--- config.mk ---
export PLATFORM = sky130hd
export DESIGN_NAME = uart_boot_loader_flat
export DESIGN_NICKNAME = d
export VERILOG_FILES = /design/src/rtl/uart_boot_loader_pkg.sv /design/src/rtl/uart_boot_loader_if.sv /design/src/rtl/uart_boot_rx.sv /design/src/rtl/uart_boot_loader.sv /design/src/flat_wrapper.sv
export SDC_FILE = /design/constraint.sdc
export NUM_CORES = 1
export LEC_CHECK = 0
export BUFFER_PORTS_ARGS = -buffer_cell sky130_fd_sc_hd__buf_4
export CAP_MARGIN = 20
export CORE_MARGIN = 3
export CORE_UTILIZATION = 60
export CTS_CLUSTER_DIAMETER = 150
export DETAILED_ROUTE_END_ITERATION = 12
export PLACE_DENSITY = 0.83
export SLEW_MARGIN = 20
export SYNTH_ARGS = -nofsm -noshare
export SYNTH_HDL_FRONTEND = slang
export SYNTH_SLANG_ARGS = --single-unit
export TNS_END_PERCENT = 1
--- constraint.sdc ---
create_clock -name clk -period 3 [get_ports clk]
set_input_delay 0.15 -clock clk [delete_from_list [all_inputs] [get_ports clk]]
set_output_delay 0.15 -clock clk [all_outputs]
set_load 0.005 [all_outputs]
--- src/rtl/uart_boot_loader_pkg.sv ---
// rtl/uart_boot_loader_pkg.sv - shared state encodings and frame constants for the UART boot loader
package uart_boot_loader_pkg;

  // Frame-level states of the boot loader
  typedef enum logic [2:0] {
    ST_IDLE,
    ST_LEN0,
    ST_LEN1,
    ST_DATA,
    ST_CSUM,
    ST_DONE,
    ST_ERR
  } boot_state_e;

  // Bit-level states of the byte receiver
  typedef enum logic [1:0] {
    RX_IDLE,
    RX_START,
    RX_DATA,
    RX_STOP
  } rx_state_e;

  localparam logic [7:0] SYNC_BYTE_DEF = 8'hA5;
  localparam logic [1:0] LANE_LAST     = 2'd3;
  localparam logic [2:0] BIT_LAST      = 3'd7;

endpackage

--- src/rtl/uart_boot_loader_if.sv ---
// rtl/uart_boot_loader_if.sv - RAM write port and boot status bundle driven by the loader
interface uart_boot_loader_if #(
  parameter int ADDR_W = 14
);
  logic              mem_we;
  logic [ADDR_W-1:0] mem_addr;
  logic [31:0]       mem_wdata;
  logic              cpu_hold;
  logic              boot_done;
  logic              boot_err;

  modport master (
    output mem_we, mem_addr, mem_wdata, cpu_hold, boot_done, boot_err
  );

  modport slave (
    input mem_we, mem_addr, mem_wdata, cpu_hold, boot_done, boot_err
  );
endinterface

--- src/rtl/uart_boot_rx.sv ---
// rtl/uart_boot_rx.sv - 8N1 byte receiver with synchroniser, start-bit glitch rejection and framing check
module uart_boot_rx
  import uart_boot_loader_pkg::*;
#(
  parameter int CLK_DIV = 104
) (
  input  logic       clk,
  input  logic       reset,
  input  logic       rx_in,
  output logic       rx_valid,
  output logic [7:0] rx_data,
  output logic       rx_ferr
);
  localparam int CNT_W = $clog2(CLK_DIV);
  localparam logic [CNT_W-1:0] HALF_CNT = CNT_W'(CLK_DIV / 2 - 1);
  localparam logic [CNT_W-1:0] FULL_CNT = CNT_W'(CLK_DIV - 1);

  logic             sync1_q, sync2_q, prev_q;
  rx_state_e        st_q, st_d;
  logic [CNT_W-1:0] cnt_q, cnt_d;
  logic [2:0]       bit_q, bit_d;
  logic [7:0]       shift_q, shift_d;
  logic [7:0]       data_q, data_d;
  logic             valid_q, valid_d;
  logic             ferr_q, ferr_d;

  // Register stage: synchroniser chain idles high so reset never looks like a start bit
  always_ff @(posedge clk) begin
    if (reset) begin
      sync1_q <= 1'b1;
      sync2_q <= 1'b1;
      prev_q  <= 1'b1;
      st_q    <= RX_IDLE;
      cnt_q   <= '0;
      bit_q   <= '0;
      shift_q <= '0;
      data_q  <= '0;
      valid_q <= 1'b0;
      ferr_q  <= 1'b0;
    end else begin
      sync1_q <= rx_in;
      sync2_q <= sync1_q;
      prev_q  <= sync2_q;
      st_q    <= st_d;
      cnt_q   <= cnt_d;
      bit_q   <= bit_d;
      shift_q <= shift_d;
      data_q  <= data_d;
      valid_q <= valid_d;
      ferr_q  <= ferr_d;
    end
  end

  // Bit timer: mid-start check, then one sample per bit period, then the stop bit
  always_comb begin
    st_d    = st_q;
    cnt_d   = cnt_q;
    bit_d   = bit_q;
    shift_d = shift_q;
    data_d  = data_q;
    valid_d = 1'b0;
    ferr_d  = ferr_q;
    unique case (st_q)
      RX_IDLE: begin
        if (prev_q && !sync2_q) begin
          st_d  = RX_START;
          cnt_d = HALF_CNT;
        end
      end
      RX_START: begin
        if (cnt_q == '0) begin
          if (sync2_q) begin
            st_d = RX_IDLE;
          end else begin
            st_d  = RX_DATA;
            cnt_d = FULL_CNT;
            bit_d = '0;
          end
        end else begin
          cnt_d = cnt_q - CNT_W'(1);
        end
      end
      RX_DATA: begin
        if (cnt_q == '0) begin
          shift_d = {sync2_q, shift_q[7:1]};
          cnt_d   = FULL_CNT;
          bit_d   = bit_q + 3'd1;
          if (bit_q == BIT_LAST) st_d = RX_STOP;
        end else begin
          cnt_d = cnt_q - CNT_W'(1);
        end
      end
      RX_STOP: begin
        if (cnt_q == '0) begin
          valid_d = 1'b1;
          data_d  = shift_q;
          ferr_d  = !sync2_q;
          st_d    = RX_IDLE;
        end else begin
          cnt_d = cnt_q - CNT_W'(1);
        end
      end
      default: st_d = RX_IDLE;
    endcase
  end

  assign rx_valid = valid_q;
  assign rx_data  = data_q;
  assign rx_ferr  = ferr_q;
endmodule

--- src/rtl/uart_boot_loader.sv ---
// rtl/uart_boot_loader.sv - frame FSM, word assembler and checksum writing a UART image into program RAM
module uart_boot_loader
  import uart_boot_loader_pkg::*;
#(
  parameter int         CLK_DIV   = 104,
  parameter int         MEM_WORDS = 16384,
  parameter int         ADDR_W    = $clog2(MEM_WORDS),
  parameter logic [7:0] SYNC_BYTE = SYNC_BYTE_DEF
) (
  input  logic               clk,
  input  logic               reset,
  input  logic               uart_rx,
  uart_boot_loader_if.master bus
);
  logic       rx_valid;
  logic [7:0] rx_data;
  logic       rx_ferr;

  uart_boot_rx #(.CLK_DIV(CLK_DIV)) u_rx (
    .clk      (clk),
    .reset    (reset),
    .rx_in    (uart_rx),
    .rx_valid (rx_valid),
    .rx_data  (rx_data),
    .rx_ferr  (rx_ferr)
  );

  boot_state_e       state_q, state_d;
  logic [7:0]        len_lo_q, len_lo_d;
  logic [15:0]       len_q, len_d;
  logic [ADDR_W-1:0] addr_q, addr_d;
  logic [1:0]        lane_q, lane_d;
  logic [23:0]       word_q, word_d;
  logic [7:0]        csum_q, csum_d;
  logic              mem_we_q, mem_we_d;
  logic [ADDR_W-1:0] mem_addr_q, mem_addr_d;
  logic [31:0]       mem_wdata_q, mem_wdata_d;
  logic              boot_done_q, boot_done_d;
  logic              boot_err_q, boot_err_d;
  logic [15:0]       n_word;

  // State and output registers; reset abandons any partially assembled word
  always_ff @(posedge clk) begin
    if (reset) begin
      state_q     <= ST_IDLE;
      len_lo_q    <= '0;
      len_q       <= '0;
      addr_q      <= '0;
      lane_q      <= '0;
      word_q      <= '0;
      csum_q      <= '0;
      mem_we_q    <= 1'b0;
      mem_addr_q  <= '0;
      mem_wdata_q <= '0;
      boot_done_q <= 1'b0;
      boot_err_q  <= 1'b0;
    end else begin
      state_q     <= state_d;
      len_lo_q    <= len_lo_d;
      len_q       <= len_d;
      addr_q      <= addr_d;
      lane_q      <= lane_d;
      word_q      <= word_d;
      csum_q      <= csum_d;
      mem_we_q    <= mem_we_d;
      mem_addr_q  <= mem_addr_d;
      mem_wdata_q <= mem_wdata_d;
      boot_done_q <= boot_done_d;
      boot_err_q  <= boot_err_d;
    end
  end

  // Frame parser: one decision per received byte; a bad stop bit mid-frame aborts it
  always_comb begin
    state_d     = state_q;
    len_lo_d    = len_lo_q;
    len_d       = len_q;
    addr_d      = addr_q;
    lane_d      = lane_q;
    word_d      = word_q;
    csum_d      = csum_q;
    mem_we_d    = 1'b0;
    mem_addr_d  = mem_addr_q;
    mem_wdata_d = mem_wdata_q;
    boot_done_d = boot_done_q;
    boot_err_d  = boot_err_q;
    n_word      = {rx_data, len_lo_q};
    unique case (state_q)
      ST_IDLE: begin
        if (rx_valid && !rx_ferr && rx_data == SYNC_BYTE) begin
          boot_err_d = 1'b0;
          addr_d     = '0;
          lane_d     = '0;
          csum_d     = '0;
          state_d    = ST_LEN0;
        end
      end
      ST_LEN0: begin
        if (rx_valid) begin
          if (rx_ferr) begin
            state_d = ST_ERR;
          end else begin
            len_lo_d = rx_data;
            state_d  = ST_LEN1;
          end
        end
      end
      ST_LEN1: begin
        if (rx_valid) begin
          len_d = n_word;
          if (rx_ferr || 32'(n_word) > MEM_WORDS) state_d = ST_ERR;
          else if (n_word == 16'd0)               state_d = ST_CSUM;
          else                                    state_d = ST_DATA;
        end
      end
      ST_DATA: begin
        if (rx_valid) begin
          if (rx_ferr) begin
            state_d = ST_ERR;
          end else begin
            word_d = {rx_data, word_q[23:8]};
            csum_d = csum_q + rx_data;
            lane_d = lane_q + 2'd1;
            if (lane_q == LANE_LAST) begin
              mem_we_d    = 1'b1;
              mem_addr_d  = addr_q;
              mem_wdata_d = {rx_data, word_q};
              addr_d      = addr_q + ADDR_W'(1);
              if (16'(addr_q) == len_q - 16'd1) state_d = ST_CSUM;
            end
          end
        end
      end
      ST_CSUM: begin
        if (rx_valid) begin
          if (!rx_ferr && rx_data == csum_q) begin
            boot_done_d = 1'b1;
            state_d     = ST_DONE;
          end else begin
            state_d = ST_ERR;
          end
        end
      end
      ST_DONE: state_d = ST_DONE;
      ST_ERR:  state_d = ST_IDLE;
      default: state_d = ST_IDLE;
    endcase
    if (state_d == ST_ERR) boot_err_d = 1'b1;
  end

  assign bus.mem_we    = mem_we_q;
  assign bus.mem_addr  = mem_addr_q;
  assign bus.mem_wdata = mem_wdata_q;
  assign bus.cpu_hold  = !boot_done_q;
  assign bus.boot_done = boot_done_q;
  assign bus.boot_err  = boot_err_q;
endmodule

--- src/flat_wrapper.sv ---
// flat-port wrapper written by rule: the top's interface ports become plain ports
module uart_boot_loader_flat import uart_boot_loader_pkg::*;
#(
  parameter int         CLK_DIV   = 104,
  parameter int         MEM_WORDS = 16384,
  parameter int         ADDR_W    = $clog2(MEM_WORDS),
  parameter logic [7:0] SYNC_BYTE = SYNC_BYTE_DEF
)
  (clk, reset, uart_rx, bus_mem_we, bus_mem_addr, bus_mem_wdata, bus_cpu_hold, bus_boot_done, bus_boot_err);
  uart_boot_loader_if #(.ADDR_W(ADDR_W)) bus_i ();
  input  logic clk;
  input  logic reset;
  input  logic uart_rx;
  output wire logic [$bits(bus_i.mem_we)-1:0] bus_mem_we;
  output wire logic [$bits(bus_i.mem_addr)-1:0] bus_mem_addr;
  output wire logic [$bits(bus_i.mem_wdata)-1:0] bus_mem_wdata;
  output wire logic [$bits(bus_i.cpu_hold)-1:0] bus_cpu_hold;
  output wire logic [$bits(bus_i.boot_done)-1:0] bus_boot_done;
  output wire logic [$bits(bus_i.boot_err)-1:0] bus_boot_err;
  assign bus_mem_we = bus_i.mem_we;
  assign bus_mem_addr = bus_i.mem_addr;
  assign bus_mem_wdata = bus_i.mem_wdata;
  assign bus_cpu_hold = bus_i.cpu_hold;
  assign bus_boot_done = bus_i.boot_done;
  assign bus_boot_err = bus_i.boot_err;
  uart_boot_loader #(.CLK_DIV(CLK_DIV), .MEM_WORDS(MEM_WORDS), .ADDR_W(ADDR_W), .SYNC_BYTE(SYNC_BYTE)) u_core (.clk(clk), .reset(reset), .uart_rx(uart_rx), .bus(bus_i));
endmodule
Word level (Yosys, flattened, before mapping)
Index checks and enable logic that the tools add are counted.
{"block": "totals", "ff_bits": 157, "inputBits": 3, "output_inout_bits": 50, "wordCells": 138}
{"block": "op_classes", "n_addsub": 6, "magnitude_cmp": 1, "n_eq_ne": 26, "n_mux": 48, "bitwise": 4, "n_reduce_logical": 31}
{"operator": "$mux W14", "n": 4}
{"operator": "$mux W3", "n": 14}
{"operator": "$mux W7", "n": 5}
{"operator": "$pmux W14 S2", "n": 1}
{"operator": "$pmux W7 S4", "n": 1}
{"operator": "$mux W8", "n": 3}
{"operator": "$mux W2", "n": 10}
{"operator": "$ne A2 B2 Y1 const B", "n": 9}
{"operator": "$pmux W3 S6", "n": 1}
{"operator": "$eq A14 B16 Y1", "n": 1}
{"operator": "$gt A16 B15 Y1 const B", "n": 1}
{"operator": "$logic_not A16 Y1", "n": 1}
{"operator": "$pmux W8 S2", "n": 1}
{"operator": "$sub A16 B1 Y16 const B", "n": 1}
{"operator": "$add A14 B1 Y14 const B", "n": 1}
{"operator": "$eq A3 B3 Y1 const B", "n": 4}
{"operator": "$reduce_and A3 Y1", "n": 4}
{"operator": "$reduce_and A4 Y1", "n": 3}
{"operator": "$reduce_and A5 Y1", "n": 2}
{"operator": "$add A8 B8 Y8", "n": 1}
{"operator": "$eq A8 B8 Y1", "n": 1}
{"operator": "$eq A8 B8 Y1 const B", "n": 1}
{"operator": "$pmux W2 S4", "n": 1}
{"operator": "$reduce_and A2 Y1", "n": 4}
{"operator": "22 further kinds", "n": 41}

Longest topological paths before layout
{"block": "logic_depth", "ltp_word": 10, "ltp_mapped": 9, "depth_no_buf": 9}

Hierarchy
A second synthesis with hierarchy kept.
{"block": "hier_totals", "cells_unflattened": 888, "hier_area_um2": 7229.4}
{"module": "uart_boot_loader", "n_inst": 1, "cells_each": 702, "area_per_inst_um2": 5544.1, "seq_area_each_um2": 2482.4}
{"module": "uart_boot_rx", "n_inst": 1, "cells_each": 186, "area_per_inst_um2": 1685.4, "seq_area_each_um2": 660.6}

Worst setup path after synthesis
No wires, ideal clock.
{"block": "synth_path", "path_kind": "register to register", "start": "reg u_core.len_q[4]", "end": "reg u_core.boot_err_q, in the netlist u_core.bus.boot_err", "setup_ns": 0.073, "t_arrival_ns": 2.228, "required_ns": 2.927, "slack_ns": 0.699, "stages_incl_launch_ff": 10, "n_path_buf": 2, "period_less_slack_ns": 2.301, "path_cell_list": "dfxtp_1 buf_6 or4_4 buf_6 nor4_1 a211oi_1 a211oi_2 o2111ai_1 o311a_1 o22ai_2"}
{"block": "synth_between", "elab_chain_len": 10, "elab_cells_between_ends": 12, "cone_classes": "1 x add/sub; 2 x eq/ne; 6 x mux; 3 x reduce/logical"}
{"element": "start: declaration", "line": "uart_boot_loader.sv:30", "source": "logic [15:0] len_q, len_d;"}
{"element": "start signal: assignment", "line": "uart_boot_loader.sv:60", "source": "len_q <= len_d;"}
{"element": "$sub A16 B1 Y16 (*)", "line": "uart_boot_loader.sv:129", "source": "if (16'(addr_q) == len_q - 16'd1) state_d = ST_CSUM;"}
{"element": "$eq A14 B16 Y1 (*)", "line": "uart_boot_loader.sv:129"}
{"element": "$mux W3 (*)", "line": "uart_boot_loader.sv:129"}
{"element": "$mux W3 (*)", "line": "uart_boot_loader.sv:124", "source": "if (lane_q == LANE_LAST) begin"}
{"element": "$mux W3 (*)", "line": "uart_boot_loader.sv:118", "source": "if (rx_ferr) begin"}
{"element": "$mux W3 (*)", "line": "uart_boot_loader.sv:117", "source": "if (rx_valid) begin"}
{"element": "$pmux W3 S6 (*)", "line": "uart_boot_loader.sv:88", "source": "unique case (state_q)"}
{"element": "$eq A3 B3 Y1 (*)", "line": "uart_boot_loader.sv:148", "source": "if (state_d == ST_ERR) boot_err_d = 1'b1;"}
{"element": "$reduce_bool A2 Y1 (no line)"}
{"element": "$reduce_and A2 Y1 (no line)"}
{"element": "end signal: assignment", "line": "uart_boot_loader.sv:69", "source": "boot_err_q <= boot_err_d;"}
{"element": "end: declaration", "line": "uart_boot_loader.sv:39", "source": "logic boot_err_q, boot_err_d;"}
Every way passes the cells marked *; elsewhere a longest branch is shown, timed or not.
A chain may end at the register's enable or synchronous reset.

Final worst setup path
{"block": "layout_path", "start": "reg u_core.len_q[0]", "end": "reg u_core.boot_err_q, in the netlist u_core.bus.boot_err"}
Same word-level chain as after synthesis.

==> qor.txt <==
Reg clk slew, reported paths: 0.06 ns
setup slack of the worst register-to-register path: 0.32 ns
proportion of layout cells with a drive suffix above 1: 0.114
library cells used by synthesis: 63
weighted congestion at the end of routability-driven global placement: 0.921
routed wire length per instance: 15.4 um
final-layout fill cell count: 825
time the worst path needs with I/O delays and setup: 2.68 ns
largest fanout of any net on the critical path: 6
total gr overflow: 0
critical path endpoint category: flop
initial antenna violation count: 0
Pwr per Cell Area: 543 nW/um2
PortBufs: 52
Cells on Worst Hold Path: 2
Worst-Skew Late Latency: 0.42 ns
Hold WS: 0.261 ns
number of ports placed on the die boundary: 53
total number of clock tree sinks: 157
Net Count, Synth: 892
vias in the first global route: 5782
CP Data Arrival Time: 3.01 ns
RSZ-0062 raised after global routing: no
sum of net half-perimeters after detailed placement: 10.8 mm
chip width: 114 um
net count of the finished layout: 917
DR iter-0 viols: 478
global-route wire length before repair: 27.1 mm
depth of the CTS H-tree: 4
maximum buffer depth of the clock tree: 2
final WL: 16.1 mm
Post-CTS Repair Setup Buffers: 0
final-layout setup total negative slack: 0 ns
CP Data Required Time: 3.33 ns
static leakage: 2.86 nW
diode insertion count for antenna repair: 0
Final Hold Vio Count: 0
maximum clock frequency: 373 MHz
post-synthesis sequential element count: 157
sequential element share of the synthesized area: 0.453
TritonCTS clock tree: built
number of synthesized flops with an enable pin: 0
area of the die: 12900 um2
maximum resistive drop on vdd: 408 uV
routed vias: 6158
final number of max-transition violations: 0
Async SR Flop Fraction: 0
drt drc: 0
Worst Clk Skew: 0.00730 ns
Worst-Margin Slew: 0.807 ns
mean area per synthesized cell: 7.97 um2
Worst Setup Path Type: flop to flop
number of violations of the max-capacitance limit: 0
primary flip-flop cell chosen by synthesis mapping: sky130_fd_sc_hd__dfxtp_1
Clk Tree Root Cell: sky130_fd_sc_hd__clkbuf_16
max_slew headroom: 0.457
type of element launching the critical path: flop
storage element area: 3140 um2
initial core utilization: 0.626
Hold/Removal Path Class: input pin to flop
placement row count: 38
core area: 11100 um2
number of instances in the synthesized netlist: 870
share of the clock period used by the worst path after layout: 0.893
chip height: 114 um
antenna violation net count after detailed routing: 0
status: finished clean
TritonCTS buffer count: 17
largest net degree at the start of global routing: 71
Layout area overhead: 13.7%
Final setup violation count: 0
count of yosys warnings during synthesis: 0
DR pass1 iterations: 6
vias per inst: 5.88
R2R depth: 9
synthesized area: 6940 um2
Multi-input gate area: 3490 um2
Overall Global Routing Usage: 0.256
layout by cell type, fill, tap and decap left out, types with 3 or more instances in the layout:
cell                        Yosys  final
sky130_fd_sc_hd__a211oi_1       4      4
sky130_fd_sc_hd__a21o_1         5      5
sky130_fd_sc_hd__a21oi_1      130    130
sky130_fd_sc_hd__a221oi_1       3      3
sky130_fd_sc_hd__a31oi_1        4      4
sky130_fd_sc_hd__and2_1         5      5
sky130_fd_sc_hd__and3_1         4      4
sky130_fd_sc_hd__buf_4          0     61
sky130_fd_sc_hd__clkbuf_1      51      3
sky130_fd_sc_hd__clkbuf_16      0     17
sky130_fd_sc_hd__clkbuf_8       0      3
sky130_fd_sc_hd__clkinv_2       0      3
sky130_fd_sc_hd__clkinv_4       0      3
sky130_fd_sc_hd__dfxtp_1      157    157
sky130_fd_sc_hd__ha_1          18     18
sky130_fd_sc_hd__inv_1         21     21
sky130_fd_sc_hd__mux2i_1       17     17
sky130_fd_sc_hd__nand2_1      215    215
sky130_fd_sc_hd__nand2b_1      17     17
sky130_fd_sc_hd__nand3_1       17     17
sky130_fd_sc_hd__nand4_1        6      6
sky130_fd_sc_hd__nor2_1        50     49
sky130_fd_sc_hd__nor2b_1        4      4
sky130_fd_sc_hd__nor3_1        20     20
sky130_fd_sc_hd__nor4_1        12     12
sky130_fd_sc_hd__o21ai_0       16     16
sky130_fd_sc_hd__o21bai_1       3      3
sky130_fd_sc_hd__or2_2          5      5
sky130_fd_sc_hd__or3_1          8      8
sky130_fd_sc_hd__or4_1          4      4
sky130_fd_sc_hd__xnor2_1       19     19
sky130_fd_sc_hd__xor2_1         7      7
where the power goes:
part	switching (W)	total, W	internal (W)
Sequential	0.0000144	0.00212	0.00210
Combinational	0.000148	0.000219	0.0000707
Clock	0.000825	0.00195	0.00112
Yosys cell counts, types with 3 or more instances:
cell type / count / area, um2
sky130_fd_sc_hd__nand2_1: 215 / 807
sky130_fd_sc_hd__dfxtp_1: 157 / 3140
sky130_fd_sc_hd__a21oi_1: 130 / 651
sky130_fd_sc_hd__clkbuf_1: 51 / 191
sky130_fd_sc_hd__nor2_1: 50 / 188
sky130_fd_sc_hd__inv_1: 21 / 78.8
sky130_fd_sc_hd__nor3_1: 20 / 100
sky130_fd_sc_hd__xnor2_1: 19 / 166
sky130_fd_sc_hd__ha_1: 18 / 225
sky130_fd_sc_hd__mux2i_1: 17 / 170
sky130_fd_sc_hd__nand2b_1: 17 / 106
sky130_fd_sc_hd__nand3_1: 17 / 85.1
sky130_fd_sc_hd__o21ai_0: 16 / 80.1
sky130_fd_sc_hd__nor4_1: 12 / 75.1
sky130_fd_sc_hd__or3_1: 8 / 50.1
sky130_fd_sc_hd__xor2_1: 7 / 61.3
sky130_fd_sc_hd__nand4_1: 6 / 37.5
sky130_fd_sc_hd__a21o_1: 5 / 37.5
sky130_fd_sc_hd__and2_1: 5 / 31.3
sky130_fd_sc_hd__or2_2: 5 / 31.3
sky130_fd_sc_hd__a211oi_1: 4 / 30.0
sky130_fd_sc_hd__a31oi_1: 4 / 25.0
sky130_fd_sc_hd__and3_1: 4 / 25.0
sky130_fd_sc_hd__nor2b_1: 4 / 25.0
sky130_fd_sc_hd__or4_1: 4 / 30.0
sky130_fd_sc_hd__a221oi_1: 3 / 26.3
sky130_fd_sc_hd__buf_2: 3 / 15.0
sky130_fd_sc_hd__o21bai_1: 3 / 22.5
stage by stage:
step	instances	utilization	instance area, um2	power [W]	setup WS, ns
after floorplan	870	-	6940	0.00233	0.699
after detailed placement	1015	0.663	7340	0.00238	0.405
after global placement	1015	0.663	7340	0.00236	0.492
final	1047	0.712	7890	0.00428	0.322
after CTS	1047	0.712	7890	0.00430	0.359
after global routing	1047	0.712	7890	0.00441	0.102
cell families (layout without fill, tap and decap cells):
logic type / count (synthesis) / in the layout / synth area share
compound gates: 189 / 189 / 0.156
xor+xnor: 26 / 26 / 0.0328
fa+ha+maj: 19 / 19 / 0.0353
buf+inv: 77 / 114 / 0.0444
flops: 157 / 157 / 0.453
mux: 18 / 18 / 0.0261
simple gates: 384 / 384 / 0.253
area by class of cell:
| cell class | count | area share |
|---|---|---|
| multi-input combinational | 636 | 0.442 |
| clock inverter | 8 | 0.00745 |
| inverter | 21 | 0.00999 |
| sequential | 157 | 0.398 |
| tap | 140 | 0.0222 |
| timing repair buffer | 62 | 0.0593 |
| clock buffer | 23 | 0.0606 |
repair_timing:
action,4_1_cts,5_1_grt
hold buffers,1,0
gates resized for setup,0,0
endpoints found under the hold margin,1,0
path summary, 6_finish.rpt:
check,startpoint,end
worst max register to register,u_core.len_q[0]$_SDFFE_PP0P_,u_core.bus.boot_err$_SDFFE_PP0P_
worst max-delay path,u_core.len_q[0]$_SDFFE_PP0P_,u_core.bus.boot_err$_SDFFE_PP0P_
worst min register to register,u_core.u_rx.sync1_q$_SDFF_PP1_,u_core.u_rx.sync2_q$_SDFF_PP1_
worst min-delay path,reset,u_core.len_lo_q[4]$_SDFFE_PP0P_
per-layer routing:
metal | track usage | routed length (um)
met1 | 0.316 | 7000
met2 | 0.434 | 8100
met3 | 0.0477 | 658
met4 | 0.116 | 394
met5 | 0 | 0
registers in the layout (all words and copies together) (netlist names), 2 cells and up, named ones only:
name and cells:
u_core.bus.mem_addr 14, u_core.u_rx.cnt_q 7, u_core.csum_q 8, u_core.state_q 3, u_core.word_q 24, u_core.addr_q 14, u_core.u_rx.rx_data 8, u_core.lane_q 2
u_core.bus.mem_wdata 32, u_core.u_rx.bit_q 3, u_core.len_q 16, u_core.u_rx.shift_q 8, u_core.len_lo_q 8
worst max-delay path, stage by stage, from the launching register on:
cell and delay [ns]:
sky130_fd_sc_hd__dfxtp_1 0.36, sky130_fd_sc_hd__inv_1 0.08, sky130_fd_sc_hd__ha_1 0.20, sky130_fd_sc_hd__nor3b_2 0.30, sky130_fd_sc_hd__a21oi_1 0.10, sky130_fd_sc_hd__or3_1 0.37, sky130_fd_sc_hd__nor4b_1 0.35, sky130_fd_sc_hd__o2111ai_1 0.29
sky130_fd_sc_hd__o311a_1 0.44, sky130_fd_sc_hd__o22ai_2 0.10
No activity file was read; power rests on OpenSTA's default activity.
